$ cat src/rtl/cookie_frame_reader_if.sv
// Row stream from the cookie frame reader to the output formatter.
// Valid/ready handshake; master drives rows, slave accepts them.
interface cookie_frame_reader_if #(
   parameter int GRID_W = 16,
   parameter int GRID_H = 16
);
   localparam int IW = $clog2(GRID_H);

   logic [GRID_W-1:0] row_data;
   logic [IW-1:0]     row_idx;
   logic              row_valid;
   logic              row_ready;

   modport master (
      output row_data,
      output row_idx,
      output row_valid,
      input  row_ready
   );

   modport slave (
      input  row_data,
      input  row_idx,
      input  row_valid,
      output row_ready
   );
endinterface

$ cat src/rtl/cookie_frame_reader.sv
// Reads one GRID_W x GRID_H frame off the cookie display chain into rows.
// Optional live-cell counter: define COOKIE_READER_POPCOUNT_EN.
module cookie_frame_reader #(
   parameter int GRID_W = 16,
   parameter int GRID_H = 16
) (
   input  logic clk,
   input  logic rst,
   input  logic start,
   output logic disp_load,
   output logic disp_shift,
   input  logic disp_bit,
   cookie_frame_reader_if.master rows,
   output logic busy,
   output logic frame_done
`ifdef COOKIE_READER_POPCOUNT_EN
   ,
   output logic [$clog2(GRID_W*GRID_H+1)-1:0] live_count
`endif
);
   localparam int TOTAL = GRID_W * GRID_H;
   localparam int BCW   = $clog2(TOTAL) + 1;
   localparam int CW    = $clog2(GRID_W);
   localparam int IW    = $clog2(GRID_H);

   localparam logic [2:0] S_IDLE  = 3'd0;
   localparam logic [2:0] S_LOAD  = 3'd1;
   localparam logic [2:0] S_SHIFT = 3'd2;
   localparam logic [2:0] S_DRAIN = 3'd3;
   localparam logic [2:0] S_DONE  = 3'd4;

   logic [2:0]        state;
   logic [2:0]        state_d;
   logic [BCW-1:0]    bit_cnt;
   logic [CW-1:0]     col_cnt;
   logic [GRID_W-1:0] asm_q;
   logic              asm_full;
   logic [IW-1:0]     next_idx;

   logic              hold_free;
   logic              shift_en;
   logic              row_done;
   logic              move_asm;
   logic              load_hold;
   logic              last_bit;
   logic [GRID_W-1:0] asm_next;
   logic [GRID_W-1:0] hold_d;

   // The holding register counts as free when it is empty or being
   // accepted on this edge, so rows can stream back to back.
   assign hold_free = !rows.row_valid || rows.row_ready;
   assign shift_en  = (state == S_SHIFT) && (!asm_full || hold_free);
   assign row_done  = shift_en && !asm_full
                      && (col_cnt == CW'(GRID_W - 1));
   assign move_asm  = asm_full && hold_free;
   assign load_hold = move_asm || (row_done && hold_free);
   assign last_bit  = shift_en && (bit_cnt == BCW'(TOTAL - 1));
   assign asm_next  = {asm_q[GRID_W-2:0], disp_bit};
   assign hold_d    = move_asm ? asm_q : asm_next;

   assign disp_load  = (state == S_LOAD);
   assign disp_shift = shift_en;
   assign busy       = (state != S_IDLE);
   assign frame_done = (state == S_DONE);

   always_comb begin
      state_d = state;
      unique case (state)
         S_IDLE:  if (start) state_d = S_LOAD;
         S_LOAD:  state_d = S_SHIFT;
         S_SHIFT: if (last_bit) state_d = S_DRAIN;
         S_DRAIN: if (!asm_full && hold_free) state_d = S_DONE;
         S_DONE:  state_d = S_IDLE;
         default: state_d = S_IDLE;
      endcase
   end

   always_ff @(posedge clk or posedge rst) begin
      if (rst) begin
         state          <= S_IDLE;
         bit_cnt        <= '0;
         col_cnt        <= '0;
         asm_q          <= '0;
         asm_full       <= 1'b0;
         next_idx       <= '0;
         rows.row_data  <= '0;
         rows.row_idx   <= '0;
         rows.row_valid <= 1'b0;
      end else begin
         state <= state_d;
         if (state == S_LOAD) begin
            bit_cnt  <= '0;
            col_cnt  <= '0;
            asm_full <= 1'b0;
            next_idx <= IW'(GRID_H - 1);
         end
         // Stale bits left in asm_q shift out within one row.
         if (shift_en) begin
            bit_cnt <= bit_cnt + BCW'(1);
            col_cnt <= (col_cnt == CW'(GRID_W - 1)) ?
                       '0 : col_cnt + CW'(1);
            asm_q   <= asm_next;
         end
         if (move_asm)
            asm_full <= 1'b0;
         else if (row_done && !hold_free)
            asm_full <= 1'b1;
         if (load_hold) begin
            rows.row_data  <= hold_d;
            rows.row_idx   <= next_idx;
            rows.row_valid <= 1'b1;
            if (next_idx != '0)
               next_idx <= next_idx - IW'(1);
         end else if (rows.row_ready) begin
            rows.row_valid <= 1'b0;
         end
      end
   end

`ifdef COOKIE_READER_POPCOUNT_EN
   always_ff @(posedge clk or posedge rst) begin
      if (rst)
         live_count <= '0;
      else if (state == S_LOAD)
         live_count <= '0;
      else if (shift_en && disp_bit)
         live_count <= live_count + 1'b1;
   end
`endif
endmodule

$ cat src/flat_wrapper.sv
// flat-port wrapper written by rule: the top's interface ports become plain ports
module cookie_frame_reader_flat 
#(
   parameter int GRID_W = 16,
   parameter int GRID_H = 16
)
  (clk, rst, start, disp_load, disp_shift, disp_bit, busy, frame_done, rows_row_data, rows_row_idx, rows_row_valid, rows_row_ready);
  cookie_frame_reader_if #(.GRID_W(GRID_W), .GRID_H(GRID_H)) rows_i ();
  input  logic clk;
  input  logic rst;
  input  logic start;
  output logic disp_load;
  output logic disp_shift;
  input  logic disp_bit;
  output logic busy;
  output logic frame_done;
  output wire logic [$bits(rows_i.row_data)-1:0] rows_row_data;
  output wire logic [$bits(rows_i.row_idx)-1:0] rows_row_idx;
  output wire logic [$bits(rows_i.row_valid)-1:0] rows_row_valid;
  input wire logic [$bits(rows_i.row_ready)-1:0] rows_row_ready;
  assign rows_row_data = rows_i.row_data;
  assign rows_row_idx = rows_i.row_idx;
  assign rows_row_valid = rows_i.row_valid;
  assign rows_i.row_ready = rows_row_ready;
  cookie_frame_reader #(.GRID_W(GRID_W), .GRID_H(GRID_H)) u_core (.clk(clk), .rst(rst), .start(start), .disp_load(disp_load), .disp_shift(disp_shift), .disp_bit(disp_bit), .rows(rows_i), .busy(busy), .frame_done(frame_done));
endmodule
$ cat config.mk
export PLATFORM = sky130hd
export DESIGN_NAME = cookie_frame_reader_flat
export DESIGN_NICKNAME = d
export VERILOG_FILES = /design/src/rtl/cookie_frame_reader_if.sv /design/src/rtl/cookie_frame_reader.sv /design/src/flat_wrapper.sv
export SDC_FILE = /design/constraint.sdc
export NUM_CORES = 1
export LEC_CHECK = 0
export BUFFER_PORTS_ARGS = -buffer_cell sky130_fd_sc_hd__buf_2
export CORE_MARGIN = 5
export CORE_UTILIZATION = 55
export CTS_BUF_LIST = sky130_fd_sc_hd__clkbuf_8
export CTS_CLUSTER_SIZE = 20
export DETAILED_ROUTE_END_ITERATION = 7
export PLACE_DENSITY_LB_ADDON = 0.05
export SYNTH_ARGS = -nofsm -noshare
export SYNTH_HDL_FRONTEND = slang
export SYNTH_SLANG_ARGS = --single-unit
$ cat constraint.sdc
create_clock -name clk -period 2.55 [get_ports clk]
set_input_delay 0.51 -clock clk [delete_from_list [all_inputs] [get_ports clk]]
set_output_delay 0.51 -clock clk [all_outputs]
set_load 0.02 [all_outputs]
**After elaboration in Yosys (flattened, before gate mapping)**

Index checks and enable logic that the tools add are counted.

- Register bits after elaboration: 58
- Bits in latches: 0
- Memory bits (writable): 0
- Memory bits (read-only): 0
- Input port bits: 5
- Word-level logic and storage cells: 60
- Memories: 0

- Add/subtract/negate cells: 3
- $mul: 0
- Div/mod/pow operators: 0
- Magnitude comparators: 0
- Equal/unequal tests: 9
- Shifts and indexed selects: 0
- Multiplexer cells: 18
- Bitwise gates (word level): 0
- Reductions and logical operators: 21

Operators with widths:

| cell | number |
|---|---|
| two-way mux 4 bit | 6 |
| two-way mux 9 bit | 2 |
| two-way mux 16 bit | 1 |
| case mux 3 bit (4 select lines) | 1 |
| adder 9 x 1 -> 9 bit (second input constant) | 1 |
| equality test 9 x 8 -> 1 bit (second input constant) | 1 |
| two-way mux 3 bit | 3 |
| logical AND 1 bit | 8 |
| equality test 3 x 2 -> 1 bit (second input constant) | 2 |
| nonzero test 3 bit | 2 |
| two-way mux 1 bit | 5 |
| adder 4 x 1 -> 4 bit (second input constant) | 1 |
| equality test 4 bit (second input constant) | 1 |
| inequality test 2 x 1 -> 1 bit (second input constant) | 2 |
| nonzero test 2 bit | 2 |
| nonzero test 4 bit | 1 |
| subtractor 4 x 1 -> 4 bit (second input constant) | 1 |
| equality test 3 x 1 -> 1 bit (second input constant) | 1 |
| equality test 3 bit (second input constant) | 1 |
| logical NOT 1 bit | 3 |
| logical NOT 3 bit | 1 |
| logical OR 1 bit | 3 |
| AND reduction 3 bit | 1 |
| inequality test 2 bit (second input constant) | 1 |

**Depth between registers and ports, before layout**

Gate-level depths: netlist of run 1.

- Word-level depth: 9
- Depth in mapped cells: 7
- Gate-level depth less buffers: 7

**Least setup slack after synthesis of run 1**

OpenSTA, ideal clock, no wires.

- Path kind: reg-to-output
- Start: reg u_core.state[0]
- End: out disp_shift
- Data arrival time: 1.130 ns
- Data required time: 2.040 ns
- Path slack: 0.910 ns
- Stages on the path, launching flop included: 5
- Buffers on the path: 1
- Cells stage by stage: dfrtp_1 nor3b_2 nand2_2 inv_2 buf_2

- Word-level cells in the longest chain between the ends: 2

Ends and longest elaborated chain:

| item | RTL line | RTL |
|---|---|---|
| start, declared | cookie_frame_reader.sv:32 | `logic [2:0] state;` |
| start signal, assigned | cookie_frame_reader.sv:90 | `state <= state_d;` |
| equality test 3 x 2 -> 1 bit | cookie_frame_reader.sv:52 | `assign shift_en = (state == S_SHIFT) && (!asm_full \|\| hold_free);` |
| logical AND 1 bit | cookie_frame_reader.sv:52 |  |
| end, declared | flat_wrapper.sv:13 | `output logic disp_shift;` |

No other way between the ends.

**Final worst setup path of run 1**

- Start: reg u_core.asm_full
- End: out disp_shift

- Word-level cells in the longest chain between the ends: 3

Ends and longest elaborated chain:

| item | RTL line | RTL |
|---|---|---|
| start, declared | cookie_frame_reader.sv:37 | `logic asm_full;` |
| start signal, assigned | cookie_frame_reader.sv:84 | `asm_full <= 1'b0;` |
| start signal, assigned | cookie_frame_reader.sv:94 | `asm_full <= 1'b0;` |
| start signal, assigned | cookie_frame_reader.sv:105 | `asm_full <= 1'b0;` |
| logical NOT 1 bit | cookie_frame_reader.sv:52 |  |
| logical OR 1 bit | cookie_frame_reader.sv:52 |  |
| logical AND 1 bit | cookie_frame_reader.sv:52 |  |

No other way between the ends.

==> flow_summary_export.csv, run 1 <==
group,metric,value,unit
synth,yosys_warnings,0,
grt,grt_pass1_wl,10.0,mm
critical_path,slowest_stage,"dfrtp_1",
power,leakage,0.00149,uW
layout,final_cell_mix,"64 x nand2_1, 58 x dfrtp_1, 29 x nand3_1, 29 x buf_2, 22 x o22ai_1",
drt,wl_met2,2.64,mm
layout,syn2layout_area_growth,16.6,%
power,ir_drop,0.582,mV
timing,clock.fmax,0.443,GHz
critical_path,r2r-start,"u_core.col_cnt[0]$_DFFE_PP0P_",
synth,synth_top_area_cell,"dfrtp_1",
power,p_comb_frac,0.261,
placement,dp_hpwl,3.82,mm
synth,yosysSeqAreaShare,0.536,
placement,gp_congestion,0.779,
drt,drc,0,
critical_path,rr_worst_depth,6,
die,dieArea,6430,sq um
critical_path,critPathCaptureType,"primary output",
critical_path,crit_chain,"nand3b_1 -> nand2_2 -> inv_2 -> buf_2",
synth,synth_cells,288,
synth,syn-num-nets,297,
grt,antenna_found_initial,0,
die,start_util,0.570,
clock_tree,clkLatencyLatePin,0.34,ns
timing,rsz0062_at_grt,"false",
timing,fin_skew,0.00819,ns
layout,fin_nets,328,
critical_path,critPathLaunch,"u_core.asm_full$_DFFE_PP0P_",
timing,slew_headroom,0.617,
critical_path,r2r_slack,0.60,ns
clock_tree,clk_path_buf_depth,2,
die,io_pins,30,
drt,postRouteAntennaNets,0,
critical_path,critPathKind,"flop to primary output",
timing,fin_crit_sh,0.885,
placement,place_area,2920,sq um
synth,syn_area,2710,sq um
power,power_frac_seq,0.429,
layout,stdcell_area,3160,sq um
drt,routed_wl,5.78,mm
min_path,holdCritPathClass,"input pin to asynchronous set/reset pin",
clock_tree,cts.sinks,58,
critical_path,critPathLaunchType,"flop",
critical_path,critPathMaxStageDelay,0.62,ns
synth,synth_top_area_share,0.536,
power,p_sw_frac,0.354,
status,status,"finished clean",
synth,synthArstFlopShare,1.00,
timing,worst_pin_slew,0.573,ns
power,power_density,1020,nW/um^2
grt,grt_max_degree,34,
critical_path,critPathMaxFanout,14,
drt,top_layer_used,"met4",
timing,setup_viol,0,
drt,vias,2226,
grt,overflow,0,
critical_path,cp.required,2.04,ns
clock_tree,cts-root-buf,"clkbuf_8",
power,intPower,2090,uW
synth,ys_top_cells_by_area,"dfrtp_1 54%, nand2_1 8.9%, nand3_1 5.4%",
die,die-height,80.2,um
grt,grt_pass1_vias,2149,
clock_tree,cts_buffers,9,
die,die_w,80.2,um
clock_tree,cts_resized,0,
synth,ys_types,46,
drt,first_pass_iters,4,
timing,slew_viol_final,0,
synth,synth_edf_count,0,
timing,fin_tns_setup,0,ns
power,switching_power,1140,uW
drt,dr_wl_met3,191,um
synth,yosys_register_bits,58,
placement,port_buffers,29,
clock_tree,clk_pin_slew_worst_paths,0.07,ns
drt,wl_met1,2.84,mm
die,row_count,25,
layout,layout_commonest_cell,"nand2_1",
critical_path,crit_path_end,"disp_shift",
power,power.share.clock,0.310,
synth,avgSynthCellArea,9.41,sq um
run,timing.max_cap.violations,0,
drt,via_per_inst,5.69,
layout,antennaDiodeCount,0,
drt,wl_per_cell,14.8,um
clock_tree,holdBufCountCts,0,
clock_tree,h-tree-depth,3,
synth,synthFlopType,"dfrtp_1",
die,core_region_area,4750,sq um
drt,drtIter0Drc,84,
clock_tree,post-cts-setup-buffers,0,
timing,worst_hold_slack,0.223,ns
critical_path,crit_arrival,1.75,ns
critical_path,r2r-end,"u_core.rows.row_data[10]$_DFFE_PP0P_",
grt,grtUsageTotal,0.203,
layout,drive_gt1_frac,0.194,
timing,fin_crit,2.26,ns
timing,hold_viol_final,0,
clock_tree,cts_tree,"built",
critical path: cells and delay by family (launching register included):
family,cells,cell delay [ns]
buf+inv,2,0.30
simple gates,2,0.49
flops,1,0.62
through the flow:
step                      cells  power, uW  utilization  setup WS [ns]
final                       391       3230        0.664          0.292
after global routing        391       3420        0.664          0.144
after CTS                   391       3250        0.664          0.273
after detailed placement    375       2250        0.614          0.580
after global placement      375       2230        0.614          0.588
after floorplan             288       2000            -          0.612
state kept, by name (all words and copies together), names as in the netlist:
register / flops
u_core.asm_full: 1
u_core.asm_q: 16
u_core.bit_cnt: 9
u_core.col_cnt: 4
u_core.next_idx: 4
u_core.rows.row_data: 16
u_core.rows.row_idx: 4
u_core.rows.row_valid: 1
u_core.state: 3
power by group through the flow:
stage / Sequential, uW / Combinational (uW) / Clock [uW]
after global routing: 1420 / 949 / 1060
final: 1380 / 844 / 1000
after CTS: 1380 / 854 / 1020
after detailed placement: 1390 / 855 / 0
after floorplan: 1370 / 632 / 0
after global placement: 1390 / 838 / 0
worst min path at each step:
stage	from	endpoint	slack (ns)	cells after the start
2_1_floorplan	u_core.bit_cnt[7]$_DFFE_PP0P_	u_core.bit_cnt[7]$_DFFE_PP0P_	0.44	1
3_3_place_gp	u_core.rows.row_idx[3]$_DFFE_PP0P_	u_core.rows.row_idx[3]$_DFFE_PP0P_	0.46	1
3_5_place_dp	u_core.rows.row_idx[3]$_DFFE_PP0P_	u_core.rows.row_idx[3]$_DFFE_PP0P_	0.46	1
4_1_cts	rst	u_core.rows.row_idx[0]$_DFFE_PP0P_	0.23	2
5_1_grt	rst	u_core.rows.row_idx[0]$_DFFE_PP0P_	0.25	2
6_report	rst	u_core.rows.row_idx[0]$_DFFE_PP0P_	0.22	2
synthesized netlist by cell type (all sizes together), types with 3 or more instances:
cell type  instances
nor2               9
buf                8
nand3             29
inv               10
ha                 4
o21ai             11
nand2             65
o22ai             22
a21oi             17
dfrtp             58
nor3               3
and3               4
mux2i              5
clkbuf             8
kinds of logic (layout without fill, tap and decap cells):
family	after synthesis	in the layout	synth area share
fa+ha+maj	4	4	0.0185
flops	58	58	0.536
xor+xnor	3	3	0.00970
compound gates	67	67	0.157
buf+inv	27	63	0.0471
simple gates	124	124	0.213
mux	5	5	0.0185
per-layer routing:
| metal | global-route usage | up-vias |
|---|---|---|
| li1 | - | 1078 |
| met1 | 0.260 | 1091 |
| met2 | 0.327 | 48 |
| met3 | 0.0426 | 9 |
| met4 | 0.0946 | 0 |
| met5 | 0 | - |
layout make-up:
class | instances | area [sq um]
multi-input cells | 203 | 1130
clock inverters | 4 | 72.6
repair buffers | 36 | 210
well taps | 67 | 83.8
clock buffers | 12 | 165
inverters | 11 | 46.3
fillers | 407 | 1600
flip-flops and latches | 58 | 1450
(Power assumes the default switching activity.)
==> inputs of run 2 (changes only) <==
--- a/config.mk
+++ b/config.mk
@@ -8,7 +8,7 @@
 export BUFFER_PORTS_ARGS = -buffer_cell sky130_fd_sc_hd__buf_2
 export CORE_MARGIN = 5
 export CORE_UTILIZATION = 55
-export CTS_BUF_LIST = sky130_fd_sc_hd__clkbuf_8
+export CTS_BUF_LIST = sky130_fd_sc_hd__clkbuf_4
 export CTS_CLUSTER_SIZE = 20
 export DETAILED_ROUTE_END_ITERATION = 7
 export PLACE_DENSITY_LB_ADDON = 0.05
==> flow_summary_export.csv, run 2 (synthesis results as in run 1) <==
group,metric,value,unit
critical_path,slowest_stage,"dfrtp_1",
power,power_density,961,nW/um^2
die,die-height,80.2,um
clock_tree,clk_path_buf_depth,2,
clock_tree,clk_pin_slew_worst_paths,0.10,ns
grt,overflow,0,
critical_path,r2r-start,"u_core.col_cnt[0]$_DFFE_PP0P_",
critical_path,critPathKind,"flop to primary output",
clock_tree,holdBufCountCts,0,
timing,slew_headroom,0.622,
layout,final_cell_mix,"64 x nand2_1, 58 x dfrtp_1, 29 x nand3_1, 29 x buf_2, 22 x o22ai_1",
clock_tree,cts_buffers,9,
critical_path,critPathLaunch,"u_core.asm_full$_DFFE_PP0P_",
placement,dp_hpwl,3.82,mm
timing,worst_pin_slew,0.567,ns
critical_path,critPathLaunchType,"flop",
timing,setup_viol,0,
critical_path,critPathCaptureType,"primary output",
timing,rsz0062_at_grt,"false",
die,core_region_area,4750,sq um
layout,layout_commonest_cell,"nand2_1",
timing,hold_viol_final,0,
critical_path,crit_arrival,1.83,ns
grt,antenna_found_initial,0,
clock_tree,post-cts-setup-buffers,0,
layout,drive_gt1_frac,0.185,
drt,via_per_inst,5.57,
timing,fin_crit,2.34,ns
run,timing.max_cap.violations,0,
die,row_count,25,
timing,fin_skew,0.0121,ns
die,dieArea,6430,sq um
clock_tree,h-tree-depth,3,
drt,postRouteAntennaNets,0,
critical_path,r2r_slack,0.63,ns
drt,vias,2176,
drt,drc,0,
layout,fin_nets,328,
drt,first_pass_iters,4,
placement,gp_congestion,0.779,
drt,wl_per_cell,14.4,um
status,status,"finished clean",
timing,fin_crit_sh,0.917,
clock_tree,cts_resized,0,
grt,grt_pass1_vias,2104,
die,io_pins,30,
critical_path,crit_chain,"nand3b_1 -> nand2_2 -> inv_2 -> buf_2",
clock_tree,cts.sinks,58,
layout,syn2layout_area_growth,13.4,%
grt,grt_max_degree,34,
placement,place_area,2920,sq um
clock_tree,clkLatencyLatePin,0.39,ns
timing,clock.fmax,0.428,GHz
critical_path,critPathMaxFanout,14,
clock_tree,cts_tree,"built",
die,start_util,0.570,
power,ir_drop,0.550,mV
timing,slew_viol_final,0,
drt,routed_wl,5.62,mm
timing,fin_tns_setup,0,ns
clock_tree,cts-root-buf,"clkbuf_4",
layout,antennaDiodeCount,0,
layout,biggestRegsByFlops,"u_core.asm_q (16), u_core.rows.row_data (16), u_core.bit_cnt (9)",
grt,grtUsageTotal,0.199,
die,die_w,80.2,um
placement,port_buffers,29,
power,leakage,0.00145,uW
drt,drtIter0Drc,103,
critical_path,critPathMaxStageDelay,0.64,ns
layout,stdcell_area,3070,sq um
grt,grt_pass1_wl,9.80,mm
min_path,holdCritPathClass,"input pin to asynchronous set/reset pin",
critical_path,cp.required,2.04,ns
==> run 2: changes by cell type in the layout (fill, tap and decap cells not counted), sizes merged <==
cell / before / now
clkbuf: 12 / 9
clkinv: 2 / 5
==> run 2: final cells by class <==
| cell class | count | area (sq um) |
|---|---|---|
| inverter | 11 | 46.3 |
| timing repair buffer | 36 | 210 |
| fill | 419 | 1680 |
| clock inverter | 7 | 83.8 |
| clock buffer | 9 | 67.6 |
| sequential | 58 | 1450 |
| multi-input combinational | 203 | 1130 |
| tap | 67 | 83.8 |
==> run 2: worst paths after layout <==
path,endpoint,cells after the start
max,disp_shift,4
min,u_core.rows.row_idx[0]$_DFFE_PP0P_,2
max reg2reg,u_core.next_idx[2]$_DFF_PP0_,5
min reg2reg,u_core.rows.row_idx[3]$_DFFE_PP0P_,1
max in group asynchronous,u_core.rows.row_data[6]$_DFFE_PP0P_,3
min in group clk,u_core.asm_q[0]$_DFFE_PP0P_,3
==> run 2: routing by layer <==
metal	routed length (um)	up-vias	global-route usage
met5	0	-	0
met4	96	0	0.103
li1	-	1078	-
met2	2500	46	0.309
met1	2770	1045	0.259
met3	258	7	0.0437
==> run 2: through the flow <==
step | util | hold slack [ns] | std cells | power, uW | worst slack, ns
after CTS | 0.646 | 0.160 | 391 | 2980 | 0.197
after global placement | 0.614 | 0.459 | 375 | 2230 | 0.588
after floorplan | - | 0.438 | 288 | 2000 | 0.612
final | 0.646 | 0.154 | 391 | 2950 | 0.212
after global routing | 0.646 | 0.175 | 391 | 3150 | 0.0603
after detailed placement | 0.614 | 0.461 | 375 | 2250 | 0.580
==> run 2: worst max-delay path: cells and delay by family, from the launching register on <==
family,cells,cell delay [ns]
flops,1,0.64
buf+inv,2,0.30
simple gates,2,0.49
==> run 2: power breakdown <==
part	internal, uW	switching (uW)	leakage (uW)
logic	314	532	0.000662
clock network	386	341	0.0000784
registers	1140	237	0.000710
total	1840	1110	0.00145
==> inputs of run 3 (changes only) <==
--- a/config.mk
+++ b/config.mk
@@ -5,6 +5,7 @@
 export SDC_FILE = /design/constraint.sdc
 export NUM_CORES = 1
 export LEC_CHECK = 0
+export ABC_AREA = 1
 export BUFFER_PORTS_ARGS = -buffer_cell sky130_fd_sc_hd__buf_2
 export CORE_MARGIN = 5
 export CORE_UTILIZATION = 55
==> flow_summary_export.csv, run 3 <==
group,metric,value,unit
critical_path,critPathMaxStageDelay,0.45,ns
layout,layout_commonest_cell,"nand2_1",
grt,grt_use_met1,0.253,
grt,antenna_found_initial,0,
critical_path,critPathCaptureType,"primary output",
critical_path,critPathKind,"flop to primary output",
timing,clock.fmax,0.456,GHz
synth,synthMostInstantiatedCell,"nand2_1",
layout,drive_gt1_frac,0.168,
synth,yosys_register_bits,58,
critical_path,cpMostUsedCell,"inv_1",
grt,overflow,0,
synth,synthArstFlopShare,1.00,
layout,final.fill_count,460,
clock_tree,cts.sinks,58,
synth,synthFlopType,"dfrtp_1",
timing,worst_pin_slew,0.550,ns
layout,fin_util,0.634,
die,io_pins,30,
critical_path,critPathMaxFanout,8,
grt,met3_usage,0.0513,
layout,multi_input_area,1260,sq um
timing,rsz0062_at_grt,"false",
timing,hold_viol_final,0,
drt,drc,0,
drt,via_per_inst,5.11,
die,start_util,0.574,
clock_tree,post-cts-setup-buffers,0,
layout,seq_area,1450,sq um
clock_tree,cts_resized,0,
critical_path,critPathLaunchType,"flop",
clock_tree,clk_path_buf_depth,2,
timing,worst_hold_slack,0.145,ns
drt,vias,2485,
layout,fin_nets,420,
power,power_density,947,nW/um^2
power,leakage,0.00185,uW
placement,dp_hpwl,4.26,mm
clock_tree,clkLatencyLatePin,0.40,ns
drt,routed_wl,6.26,mm
die,core_region_area,5170,sq um
critical_path,crit_arrival,1.68,ns
synth,synth_cells,380,
synth,yosysSeqAreaShare,0.489,
grt,grt_pass1_vias,2436,
drt,postRouteAntennaNets,0,
clock_tree,cts_buffers,9,
critical_path,cp.required,2.04,ns
clock_tree,clk_pin_slew_worst_paths,0.11,ns
clock_tree,holdBufCountCts,0,
critical_path,slowest_stage,"dfrtp_1",
drt,drtIter0Drc,109,
synth,yosys_warnings,0,
synth,ys_top_cells_by_area,"dfrtp_1 49%, nand2_1 20%, nand3_1 8.9%",
layout,syn2layout_area_growth,10.4,%
status,status,"finished clean",
timing,slew_headroom,0.633,
synth,synth_edf_count,0,
drt,first_pass_iters,4,
clock_tree,cts_tree,"built",
synth,synthTopCellsByCount,"159 x nand2_1, 58 x dfrtp_1, 53 x nand3_1",
grt,grt_max_degree,36,
synth,syn_area,2970,sq um
die,row_count,26,
placement,port_buffers,29,
min_path,holdCritPathClass,"input pin to asynchronous set/reset pin",
die,dieArea,6970,sq um
placement,gp_congestion,0.775,
layout,biggestRegsByFlops,"u_core.asm_q (16), u_core.rows.row_data (16), u_core.bit_cnt (9)",
synth,avgSynthCellArea,7.82,sq um
synth,ys_types,26,
die,die_w,83.5,um
synth,syn-num-nets,389,
grt,busiest_layer,"met2",
run,timing.max_cap.violations,0,
grt,grt_pass1_wl,11.2,mm
timing,fin_tns_setup,0,ns
critical_path,crit_chain,"inv_1 -> nand3_1 -> inv_1 -> buf_2",
timing,fin_crit,2.19,ns
timing,fin_skew,0.00917,ns
timing,fin_crit_sh,0.860,
die,die-height,83.5,um
drt,wl_per_cell,12.9,um
timing,setup_viol,0,
power,ir_drop,0.548,mV
layout,final_cell_mix,"159 x nand2_1, 58 x dfrtp_1, 53 x nand3_1, 36 x inv_1, 29 x buf_2",
timing,slew_viol_final,0,
synth,synth_top_area_cell,"dfrtp_1",
layout,antennaDiodeCount,0,
clock_tree,h-tree-depth,3,
grt,grtUsageTotal,0.198,
clock_tree,cts-root-buf,"clkbuf_4",
synth,synth_top_area_share,0.489,
grt,grt_util_met2,0.319,
## run 3: changes by cell type in the layout (fill, tap and decap cells not counted), moves of 6 or more
cell / before / now
nand2_1: 64 / 159
a21oi_1: 15 / 1
inv_1: 8 / 36
nand3_1: 29 / 53
o21ai_2: 0 / 6
o22ai_1: 22 / 0
## run 3: per-layer routing
metal	vias to the layer above	share of wire
li1	1263	-
met1	1155	0.47
met2	54	0.46
met3	13	0.046
met4	0	0.022
met5	-	0
## run 3: layout make-up
cell class / instances / share of cell area
Multi-Input combinational cell: 270 / 0.385
Clock buffer: 9 / 0.0206
Clock inverter: 7 / 0.0214
Timing Repair Buffer: 35 / 0.0618
Sequential cell: 58 / 0.442
Tap cell: 70 / 0.0267
Inverter: 37 / 0.0423
## run 3: worst max-delay path: cells and delay by family, from the launching register on
family | cells | cell delay, ns
buffers and inverters | 3 | 0.55
DFF | 1 | 0.45
and+or+nand+nor | 1 | 0.29
## run 3: worst paths after layout
check	cells past startpoint	slack (ns)	endpoint	startpoint
setup / recovery	4	0.36	disp_load	u_core.state[1]$_DFFE_PP0P_
hold / removal	2	0.15	u_core.col_cnt[3]$_DFFE_PP0P_	rst
setup reg to reg	6	0.66	u_core.rows.row_data[15]$_DFFE_PP0P_	u_core.col_cnt[0]$_DFFE_PP0P_
hold reg to reg	2	0.47	u_core.rows.row_data[12]$_DFFE_PP0P_	u_core.rows.row_data[12]$_DFFE_PP0P_
max in group asynchronous	3	1.83	u_core.rows.row_data[6]$_DFFE_PP0P_	rst
min in group clk	3	0.33	u_core.asm_q[0]$_DFFE_PP0P_	disp_bit
## run 3: logic make-up (layout without fill, tap and decap cells)
group	count (synthesis)	count (layout)	synth area share
fa+ha+maj	4	4	0.0168
flops	58	58	0.489
mux	1	1	0.00337
compound gates	26	26	0.0611
buf+inv	52	88	0.0863
xor+xnor	2	2	0.00590
simple gates	237	237	0.338
## run 3: stage by stage
stage          setup slack (ns)  area [sq um]  cells  power, uW
3_3_place_gp              0.753          3140    470       2450
6_report                  0.357          3280    486       3110
3_5_place_dp              0.663          3140    470       2470
4_1_cts                   0.330          3280    486       3140
2_1_floorplan             0.612          2970    380       2220
5_1_grt                   0.207          3280    486       3360
## run 3: power breakdown
group | internal, uW | switching, uW | total [uW] | leakage, uW
clock network | 294 | 366 | 660 | 0.0000639
registers | 1140 | 198 | 1340 | 0.000765
logic | 363 | 742 | 1110 | 0.00102
